**src/rtl/mem_pkg.sv**
```systemverilog
// Shared types and widths for the per-core memory/mutex initiator.
package mem_pkg;

    localparam int ADR_W  = 16;
    localparam int DAT_W  = 16;
    localparam int LOCK_W = 10;

    typedef enum logic [1:0] {
        OP_READ   = 2'b00,
        OP_WRITE  = 2'b01,
        OP_LOCK   = 2'b10,
        OP_UNLOCK = 2'b11
    } op_t;

    typedef enum logic [1:0] {
        IDLE  = 2'b00,
        REQ   = 2'b01,
        RDATA = 2'b10,
        DONE  = 2'b11
    } state_t;

    function automatic logic is_mem_op(input op_t op);
        return (op == OP_READ) || (op == OP_WRITE);
    endfunction

endpackage

```
**src/rtl/core_mem_port_sat_counter.sv**
```systemverilog
// Saturating up-counter with synchronous clear; holds at all-ones.
module sat_counter #(
    parameter int W = 16
) (
    input  logic         clk,
    input  logic         reset,
    input  logic         i_clr,
    input  logic         i_en,
    output logic [W-1:0] o_cnt
);

    logic [W-1:0] r_cnt;

    // count register: clear wins over enable, stop at all-ones
    always_ff @(posedge clk) begin
        if (reset) begin
            r_cnt <= '0;
        end else if (i_clr) begin
            r_cnt <= '0;
        end else if (i_en && (r_cnt != {W{1'b1}})) begin
            r_cnt <= r_cnt + {{(W-1){1'b0}}, 1'b1};
        end
    end

    assign o_cnt = r_cnt;

endmodule

```
**src/rtl/core_mem_port.sv**
```systemverilog
// Per-core initiator: holds one request toward the memory/mutex arbiter until granted
// and returns a single-cycle completion to the pipeline.
module core_mem_port
    import mem_pkg::*;
#(
    parameter int MAX_WAIT = 0,
    parameter int WAIT_W   = 16
) (
    input  logic              clk,
    input  logic              reset,
    input  logic              req_valid,
    output logic              req_ready,
    input  logic [1:0]        req_op,
    input  logic [ADR_W-1:0]  req_adr,
    input  logic [DAT_W-1:0]  req_dat,
    input  logic [LOCK_W-1:0] req_lock_adr,
    output logic              rsp_valid,
    output logic [DAT_W-1:0]  rsp_dat,
    output logic              rsp_err,
    output logic [WAIT_W-1:0] last_wait,
    output logic [ADR_W-1:0]  main_mem_read_adr,
    output logic [ADR_W-1:0]  main_mem_write_adr,
    output logic [DAT_W-1:0]  main_mem_write_dat,
    output logic              main_mem_read,
    output logic              main_mem_write,
    input  logic              main_mem_ac,
    input  logic [DAT_W-1:0]  main_mem_dat,
    output logic [LOCK_W-1:0] lock_adr,
    output logic              lock_en,
    output logic              unlock_en,
    input  logic              lock_ac
);

    localparam bit               LP_TO_EN   = (MAX_WAIT > 0);
    localparam logic [WAIT_W-1:0] LP_TO_LIM  = LP_TO_EN ? WAIT_W'(MAX_WAIT - 1) : '0;
    localparam logic [WAIT_W-1:0] LP_TO_WAIT = WAIT_W'(MAX_WAIT);

    state_t              r_state;
    state_t              w_next;
    op_t                 r_op;
    logic [ADR_W-1:0]    r_adr;
    logic [DAT_W-1:0]    r_dat;
    logic [LOCK_W-1:0]   r_lock_adr;
    logic [DAT_W-1:0]    r_rsp_dat;
    logic                r_rsp_err;
    logic [WAIT_W-1:0]   r_last_wait;
    logic [WAIT_W-1:0]   w_cnt;
    logic                w_accept;
    logic                w_grant;
    logic                w_timeout;

    assign req_ready = ((r_state == IDLE) || (r_state == DONE)) && !reset;
    assign w_accept  = req_valid && req_ready;
    assign w_grant   = (r_state == REQ) && (is_mem_op(r_op) ? main_mem_ac : lock_ac);
    // timeout fires on the edge where the wait count would reach MAX_WAIT
    assign w_timeout = LP_TO_EN && (r_state == REQ) && !w_grant &&
                       (r_op == OP_LOCK) && (w_cnt == LP_TO_LIM);

    sat_counter #(.W(WAIT_W)) u_wait_cnt (
        .clk   (clk),
        .reset (reset),
        .i_clr (w_accept),
        .i_en  ((r_state == REQ) && !w_grant),
        .o_cnt (w_cnt)
    );

    // next-state logic
    always_comb begin
        w_next = r_state;
        case (r_state)
            IDLE: begin
                if (w_accept) w_next = REQ;
                else          w_next = IDLE;
            end
            REQ: begin
                if (w_grant)        w_next = (r_op == OP_READ) ? RDATA : DONE;
                else if (w_timeout) w_next = DONE;
                else                w_next = REQ;
            end
            RDATA:   w_next = DONE;
            DONE: begin
                if (w_accept) w_next = REQ;
                else          w_next = IDLE;
            end
            default: w_next = IDLE;
        endcase
    end

    // state register
    always_ff @(posedge clk) begin
        if (reset) r_state <= IDLE;
        else       r_state <= w_next;
    end

    // operation latch on accept
    always_ff @(posedge clk) begin
        if (reset) begin
            r_op       <= OP_READ;
            r_adr      <= '0;
            r_dat      <= '0;
            r_lock_adr <= '0;
        end else if (w_accept) begin
            r_op       <= op_t'(req_op);
            r_adr      <= req_adr;
            r_dat      <= req_dat;
            r_lock_adr <= req_lock_adr;
        end
    end

    // response registers, loaded on entry to DONE and held until the next one
    always_ff @(posedge clk) begin
        if (reset) begin
            r_rsp_dat   <= '0;
            r_rsp_err   <= 1'b0;
            r_last_wait <= '0;
        end else if (w_next == DONE) begin
            r_rsp_dat   <= (r_state == RDATA) ? main_mem_dat : '0;
            r_rsp_err   <= w_timeout;
            r_last_wait <= w_timeout ? LP_TO_WAIT : w_cnt;
        end
    end

    assign main_mem_read      = (r_state == REQ) && (r_op == OP_READ);
    assign main_mem_write     = (r_state == REQ) && (r_op == OP_WRITE);
    assign lock_en            = (r_state == REQ) && (r_op == OP_LOCK);
    assign unlock_en          = (r_state == REQ) && (r_op == OP_UNLOCK);
    assign main_mem_read_adr  = r_adr;
    assign main_mem_write_adr = r_adr;
    assign main_mem_write_dat = r_dat;
    assign lock_adr           = r_lock_adr;

    assign rsp_valid = (r_state == DONE);
    assign rsp_dat   = r_rsp_dat;
    assign rsp_err   = r_rsp_err;
    assign last_wait = r_last_wait;

endmodule

```
**config.mk**
```make
export PLATFORM = sky130hd
export DESIGN_NAME = core_mem_port
export DESIGN_NICKNAME = d
export VERILOG_FILES = /design/src/rtl/mem_pkg.sv /design/src/rtl/core_mem_port_sat_counter.sv /design/src/rtl/core_mem_port.sv
export SDC_FILE = /design/constraint.sdc
export NUM_CORES = 1
export LEC_CHECK = 0
export CORE_UTILIZATION = 43
export DETAILED_ROUTE_END_ITERATION = 6
export GPL_ROUTABILITY_DRIVEN = 0
export PLACE_DENSITY_LB_ADDON = 0.12
export SLEW_MARGIN = 20
export SYNTH_ARGS = -nofsm -noshare
export SYNTH_HDL_FRONTEND = slang
export SYNTH_SLANG_ARGS = --single-unit
```
**constraint.sdc**
```tcl
create_clock -name clk -period 2.7 [get_ports clk]
set_clock_uncertainty 0.15 [all_clocks]
set_input_delay 0.675 -clock clk [delete_from_list [all_inputs] [get_ports clk]]
set_output_delay 0.675 -clock clk [all_outputs]
set_load 0.05 [all_outputs]
```
* After elaboration in Yosys (flattened, before gate mapping)
Cells that the tools add are included.
Word-level totals: logic and storage cells 40, register bits 94
Cells by class: add/sub/neg operators 1, multiplexer cells 6, reductions and logical operators 17, eq/ne operators 8
Operator list (number):
- 16-bit by 1-bit adder with 16-bit output (second input constant) | 1
- 16-bit two-way mux | 1
- 16-bit != test (second input constant) | 1
- 2-bit == test (second input constant) | 5
- 1-bit logical AND | 9
- 2-bit case mux with 3 select lines | 1
- 2-bit by 1-bit == test with 1-bit output (second input constant) | 2
- 2-bit zero test | 2
- 2-bit OR reduction | 2
- 1-bit two-way mux | 3
- 1-bit zero test | 2
- 1-bit logical OR | 2
- 2-bit two-way mux | 1

* Depth between registers and ports, before layout
word-level depth 7, depth in mapped cells 8, gate-level depth less buffers 6

* Modules after synthesis
From an unflattened synthesis, not the netlist that was laid out.
Second synthesis, totals: cell total of the unflattened synthesis 473, area total of the unflattened synthesis 4235.3 um^2
Modules (own cells, without submodules):
- core_mem_port | instances 1, cells each 371, area each 3318.2 um^2
- sat_counter | instances 1, cells each 102, area each 917.1 um^2

* Least setup slack after synthesis
Ideal clock, no wire load.
path type register to output, from register r_state[1], to output main_mem_read, arrival 2.119 ns, data required time 1.875 ns, stages on the path, launching flop included 5, path buffers 1, path slack -0.244 ns, cells stage by stage dfxtp_1 -> inv_1 -> ha_1 -> clkbuf_1 -> nor3b_1
Between the ends: longest elaborated chain between the ends 2
Ends and longest elaborated chain:
- start, declared | RTL line core_mem_port.sv:38 | state_t r_state;
- start signal, assigned | RTL line core_mem_port.sv:92 | else r_state <= w_next;
- 2-bit by 1-bit == test with 1-bit output | RTL line core_mem_port.sv:123 | assign main_mem_read = (r_state == REQ) && (r_op == OP_READ);
- 1-bit logical AND | RTL line core_mem_port.sv:123
- end, declared | RTL line core_mem_port.sv:24 | output logic main_mem_read,
Every way passes these cells.

* Worst setup path in the final report
from register r_state[0], to output rsp_valid
Between the ends: longest elaborated chain between the ends 1
Ends and longest elaborated chain:
- 2-bit == test | RTL line core_mem_port.sv:132 | assign rsp_valid = (r_state == DONE);
- end, declared | RTL line core_mem_port.sv:17 | output logic rsp_valid,
Every way passes these cells.

==> results.sh <==
export IMPL_final_seq_area_um2=1882
export IMPL_finish_net_count=674
export IMPL_netlist_top_cells_area="sky130_fd_sc_hd__dfxtp_1 48%, sky130_fd_sc_hd__nand2_1 9.2%, sky130_fd_sc_hd__nand2b_1 7.0%, sky130_fd_sc_hd__o21ai_0 6.0%, sky130_fd_sc_hd__a21oi_1 5.7%"
export IMPL_die_width_um=97.74
export IMPL_yosys_register_bits=94
export IMPL_dr_iter_0_viols=90
export IMPL_area_overhead_vs_synth_pct=46.41
export IMPL_detailroute_via_count=3652
export IMPL_cp_max_fo=3
export IMPL_final_setup_viol_count=0
export IMPL_dpl_instance_area_um2=5568
export IMPL_antenna_violating_nets_post_route=0
export IMPL_critical_path_class="register to output pin"
export IMPL_max_slew_violation_count=0
export IMPL_fin_hold_ws_ns=0.3048
export IMPL_multi_input_comb_area_um2=1777
export IMPL_insertion_delay_ns=0.36
export IMPL_post_cts_resized_instances=0
export IMPL_post_route_drc_count=10
export IMPL_synth_avg_cell_area_um2=8.315
export IMPL_grt_start_max_net_pins=90
export IMPL_slew_headroom_pct=53.93
export IMPL_synth_cell_type_count=39
export IMPL_synth_seq_area_share_pct=47.75
export IMPL_final_layout_size_suffix_gt1_share_pct=6.885
export IMPL_die_h_um=97.74
export IMPL_ff2ff_path_depth=7
export IMPL_synth_enable_flop_cells=0
export IMPL_run_status="complete, but fails checks"
export IMPL_die_area_um2=9553
export IMPL_maxClockFrequency_ghz=0.3927
export IMPL_h_tree_depth=3
export IMPL_initial_utilization_pct=44.76
export IMPL_fp_rows=34
export IMPL_finalSetupTns_ns=0
export IMPL_synth_ff_type="sky130_fd_sc_hd__dfxtp_1"
export IMPL_yosys_warnings=0
export IMPL_irDropWorstVdd_v=0.0003911
export IMPL_antennaDiodeCount=0
export IMPL_drt_vias_per_instance=5.086
export IMPL_finalPower_mw=4.062
export IMPL_fin_crit_ns=2.547
export IMPL_post_cts_hold_buffer_count=0
export IMPL_finish_instance_area_um2=5771
export IMPL_num_fill_cells=755
export IMPL_power_per_cell_area_nw_per_um2=703.9
export IMPL_cts_tree="built"
export IMPL_worst_slew_pin_transition_ns=0.6857
export IMPL_critPathArrivalTime_ns=1.72
export IMPL_synth_largest_area_cell="sky130_fd_sc_hd__dfxtp_1"
export IMPL_max_clock_path_buffers=2
export IMPL_place_ws_ns=0.1750
export IMPL_initial_antenna_violation_count=0
export IMPL_first_pass_grt_wire_length_mm=16.15
export IMPL_clock_sinks=94
export IMPL_maximum_capacitance_violations=0
export IMPL_detailedPlacementHpwl_mm=6.981
export IMPL_post_cts_setup_buffers=0
export IMPL_grt_overflow_total=0
export IMPL_clk_pin_slew_worst_paths_ns=0.10
export IMPL_postLayoutSetupSlackWorst_ns=0.1533
export IMPL_wirelength_mm=9.882
export IMPL_timing_hold_worst_class="register to register"
export IMPL_cts_inserted_buffers=9
export IMPL_synthesis_instances=474
export IMPL_final_period_utilization_pct=94.32
export IMPL_drt_wirelength_per_cell_um=13.76
export IMPL_syn_nets=543
export IMPL_io_buffers=160
export IMPL_netlist_top_cells_count="97 x sky130_fd_sc_hd__nand2_1, 94 x sky130_fd_sc_hd__dfxtp_1, 47 x sky130_fd_sc_hd__o21ai_0"
export IMPL_yosysTopAreaCellShare_pct=47.75
export IMPL_count_leader_synth="sky130_fd_sc_hd__nand2_1"
export IMPL_violations_in_the_final_reports="DRC"
export IMPL_clock_tree_root_cell="sky130_fd_sc_hd__clkbuf_8"
export IMPL_synth_async_reset_ratio_pct=0
export IMPL_rsz0062_at_grt="no"
export IMPL_design_core_area_um2=8806
export IMPL_syn_cell_area_um2=3941
export IMPL_crit_required_ns=1.88
export IMPL_worst_setup_path_start_kind="register"
export IMPL_ios=162
export IMPL_grt_pass1_vias=3576
export IMPL_power_leakage_nw=1.942
export IMPL_total_iterations_of_the_first_detailed_routing_run=6
export IMPL_critical_path_endpoint_type="output pin"
export IMPL_finalHoldViolations=0
export IMPL_timing_hold_worst_path_depth=2
export IMPL_globalRouteTotalUtil_pct=20.79
==> through the flow <==
stage,utilization (%),std cells
finish,65.53,718
global route,65.53,718
CTS,65.53,718
detailed placement,63.23,702
global placement,63.23,702
floorplan,-,474
==> cell usage in the layout (no fill, tap or decap), types with 2 or more instances in the layout <==
cell type,instances
sky130_fd_sc_hd__nand2_1,97
sky130_fd_sc_hd__nand3_1,22
sky130_fd_sc_hd__and4_1,4
sky130_fd_sc_hd__or3_1,2
sky130_fd_sc_hd__ha_1,4
sky130_fd_sc_hd__inv_6,3
sky130_fd_sc_hd__nand4_1,5
sky130_fd_sc_hd__inv_1,6
sky130_fd_sc_hd__nor2_1,5
sky130_fd_sc_hd__or4_1,10
sky130_fd_sc_hd__nor3_1,6
sky130_fd_sc_hd__o21ai_0,47
sky130_fd_sc_hd__buf_4,6
sky130_fd_sc_hd__buf_12,8
sky130_fd_sc_hd__a21oi_1,45
sky130_fd_sc_hd__nand2b_1,44
sky130_fd_sc_hd__clkdlybuf4s50_1,154
sky130_fd_sc_hd__dfxtp_1,94
sky130_fd_sc_hd__and3_1,2
sky130_fd_sc_hd__or2_2,2
sky130_fd_sc_hd__clkinvlp_4,3
sky130_fd_sc_hd__clkbuf_8,9
sky130_fd_sc_hd__o31ai_1,10
==> final cells by class <==
cell class              count  area share [%]
inverters                   6          0.3903
well taps                 108           2.342
flip-flops and latches     94           32.61
clock inverters             7           1.366
multi-input cells         325           30.79
repair buffers            169           30.36
clock buffers               9           2.147
==> cell families (layout without fill, tap and decap cells) <==
group | count (synthesis) | count (layout) | synth area share [%]
AOI/OAI and AO/OA | 106 | 106 | 14.48
muxes | 2 | 2 | 0.8571
buffers and inverters | 55 | 191 | 7.524
other | 1 | 1 | 0.09515
adders and majority gates | 4 | 4 | 1.270
DFF | 94 | 94 | 47.75
and+or+nand+nor | 212 | 212 | 28.03
==> path summary, 6_finish.rpt <==
path | start | endpoint | slack (ns)
max reg2reg | r_state[0] | rsp_dat[9] | 0.52
min reg2reg | rsp_dat[10] | rsp_dat[10] | 0.30
min | rsp_dat[10] | rsp_dat[10] | 0.30
max | r_state[0] | rsp_valid | 0.15
==> power by group <==
group / internal (mW) / switching (mW) / total [mW]
Combinational: 0.528 / 0.973 / 1.50
Clock: 0.438 / 0.523 / 0.960
Sequential: 1.51 / 0.0891 / 1.60
==> metal layers <==
metal	vias to the layer above	wire length, µm	GRT usage [%]
met5	-	0	0
li1	1847	-	-
met2	125	4823	37.10
met4	0	117	5.944
met3	10	803	7.445
met1	1670	4137	23.28
==> state kept, by name, indices dropped and copies added, names as in the netlist <==
name	cells
main_mem_read_adr	16
r_state	2
rsp_dat	16
lock_adr	10
u_wait_cnt.o_cnt	16
r_op	2
main_mem_write_dat	16
last_wait	16
==> critical path, cell delays in order (launching register included) <==
cell                              delay, ns
sky130_fd_sc_hd__dfxtp_1               0.38
sky130_fd_sc_hd__ha_1                  0.16
sky130_fd_sc_hd__clkdlybuf4s50_1       0.83
(Power assumes the default switching activity.)
==> RTL edit, RTL diff (same settings) <==
Make the reset (`reset`) asynchronous in 4 clocked blocks.
--- a/src/rtl/core_mem_port_sat_counter.sv
+++ b/src/rtl/core_mem_port_sat_counter.sv
@@ -14,3 +14,3 @@
     // count register: clear wins over enable, stop at all-ones
-    always_ff @(posedge clk) begin
+    always_ff @(posedge clk or posedge reset) begin
         if (reset) begin
--- a/src/rtl/core_mem_port.sv
+++ b/src/rtl/core_mem_port.sv
@@ -89,3 +89,3 @@
     // state register
-    always_ff @(posedge clk) begin
+    always_ff @(posedge clk or posedge reset) begin
         if (reset) r_state <= IDLE;
@@ -95,3 +95,3 @@
     // operation latch on accept
-    always_ff @(posedge clk) begin
+    always_ff @(posedge clk or posedge reset) begin
         if (reset) begin
@@ -110,3 +110,3 @@
     // response registers, loaded on entry to DONE and held until the next one
-    always_ff @(posedge clk) begin
+    always_ff @(posedge clk or posedge reset) begin
         if (reset) begin
Formal check against the unedited RTL: differs if reset is asserted again (counterexample within 4 cycles, from zero or initial values and one cycle with reset high); with reset held inactive, the same outputs for 10 cycles.
==> RTL edit against the original RTL <==
Die area is 4.7% higher. Cell count is 1.5% lower. Final area up 4.4%. Area after synthesis grew 4.8%. Register-to-register slack barely moved. Sequential cell count unchanged. Critical endpoint unchanged. Setup slack better by 0.037 ns. Wire length fell by 2.0%. Fmax up 1.5%.
Power is not compared: it rests on default switching activity, and its combinational part moved more than twofold at a synthesized area within 25%.
==> RTL edit: results (changes against the original RTL) <==
- The buffer depth of the longest clock path is 2 (unchanged).
- The number of distinct library cells after synthesis is 41 (+5.1%).
- The leakage power is 2.81 nW.
- The initial antenna violation count is 0 (unchanged).
- The worst hold path belongs to the class reg2reg.
- The critical path arrival is 1.69 ns (-0.03 ns).
- The HPWL reported at the end of detailed placement was 6880 um (-1.5%).
- The post-CTS resize count is 0 (unchanged).
- The run finished with clean final reports.
- Ranked by instance count, the synthesized netlist is headed by nand2_1, dfrtp_1, o21ai_0.
- The total vias in the final route came to 3459 (-5.3%).
- Clock tree synthesis selected as its root buffer the cell clkbuf_8.
- The wire length reported by the detailed router is 9690 um (-2.0%).
- The worst hold path terminates at main_mem_write_dat[8].
- The number of enable flip-flop cells after synthesis came to 0 (unchanged).
- The setup slack of the most critical reg-to-reg path came to 0.52 ns (about the same).
- The number of port buffers came to 160 (unchanged).
- The largest net degree at the start of global routing is 58 (-36%).
- The count of warnings emitted by yosys is 0 (unchanged).
- The worst slew margin relative to its limit is 0.621 (+0.0814).
- The number of nets in the finished design was 642 (-4.7%).
- The fraction of synthesis flops using an asynchronous set or reset pin is 1.00 (+1.00).
- The most critical setup path has its endpoint at rsp_valid.
- For this run, the leading register cell type out of synthesis is dfrtp_1.
- The portion of the post-synthesis area used by sequential elements was 0.569 (+0.0919).
- The detailed router's first-iteration violation count is 144 (+60%).
- The clock transition time at the flip-flop clock pins of the worst setup and hold paths is 0.09 ns.
- The antenna diode instance count was 0 (unchanged).
- The layout cell share with drive strength beyond 1 came to 0.0865 (+0.0177).
- The switching power of the nets is 0.00384 W.
- The placed standard-cell area is 5810 um^2 (+4.4%).
- The total of fill cells in the finished design is 761 (+0.79%).
- The capturing point of the worst reg2reg path is u_wait_cnt.o_cnt[6].
- The worst min-delay path startpoint is main_mem_write_dat[8].
- The first-pass GRT wire length was 16000 um (-1.0%).
- The post-placement cell count is 691 (-1.6%).
- The number of global-route vias before repair came to 3371 (-5.7%).
- The later pin in the worst-skew pair is clocked with a latency of 0.35 ns.
- The number of nets with antenna violations after detailed routing is 0 (unchanged).
- The detailed-routing iteration count for the pre-antenna-repair pass was 4 (-2).
- The H-tree depth reported by CTS came to 3 (unchanged).
- The total track usage is 0.201 (-0.00684).
- The number of nets produced by synthesis is 502 (-7.6%).
- The number of instances on the worst hold path came to 2 (unchanged).
- After synthesis, the cell types taking the most area are dfrtp_1, nand2_1, mux2_2.
- The ratio of routed vias to standard cells is 4.89 (-3.8%).
- In this run the critical register-to-register path is launched from u_wait_cnt.o_cnt[0].
- The mean instance size in the synthesized netlist is 9.54 um^2 (+15%).
- The final hold slack is 0.327 ns (+0.0226 ns).
- The cell count of the worst reg-to-reg path is 5 (-2).
- The most critical setup path has its startpoint at r_state[0].
==> RTL edit: cell type report <==
| cell class | instances | share of cell area |
|---|---|---|
| clock buffer | 10 | 0.0212 |
| clock inverter | 6 | 0.0143 |
| inverter | 3 | 0.00249 |
| multi-input combinational | 296 | 0.255 |
| sequential | 94 | 0.390 |
| tap | 129 | 0.0268 |
| timing repair buffer | 169 | 0.289 |
==> RTL edit: power groups by stage <==
stage	registers, W	clock network, W	logic (W)
floorplan	0.00369	0	0.00166
global placement	0.00222	0	0.00449
detailed placement	0.00223	0	0.00457
CTS	0.00222	0.00103	0.00457
global route	0.00228	0.00109	0.00481
finish	0.00221	0.00101	0.00453
==> RTL edit: kinds of logic (layout without fill, tap and decap cells) <==
kind of cell             after synthesis  in the layout  share of synthesized area
adder cells (fa/ha/maj)                4              4                     0.0121
AND/OR/NAND/NOR                      228            228                      0.240
buffers and inverters                 43            188                     0.0584
other                                  1              1                   0.000908
AO/OA/AOI/OAI                         43             43                     0.0657
multiplexers                          20             20                     0.0533
flip-flops                            94             94                      0.569
==> RTL edit: layer usage <==
layer | vias to the layer above | wire (um) | GRT usage
met4 | 0 | 163 | 0.0758
met2 | 123 | 4590 | 0.328
met1 | 1638 | 4290 | 0.260
met5 | - | 0 | 0
met3 | 13 | 640 | 0.0501
li1 | 1685 | - | -
==> RTL edit: stage by stage <==
stage | setup slack (ns) | util
after floorplan | 0.0385 | -
after global placement | 0.289 | 0.626
after detailed placement | 0.248 | 0.626
after CTS | 0.170 | 0.649
after global routing | 0.122 | 0.649
final | 0.190 | 0.649
==> RTL edit: worst max-delay path, cell delays in order (launching register included) <==
cell	delay, ns
dfrtp_1	0.38
ha_1	0.15
clkdlybuf4s50_1	0.81
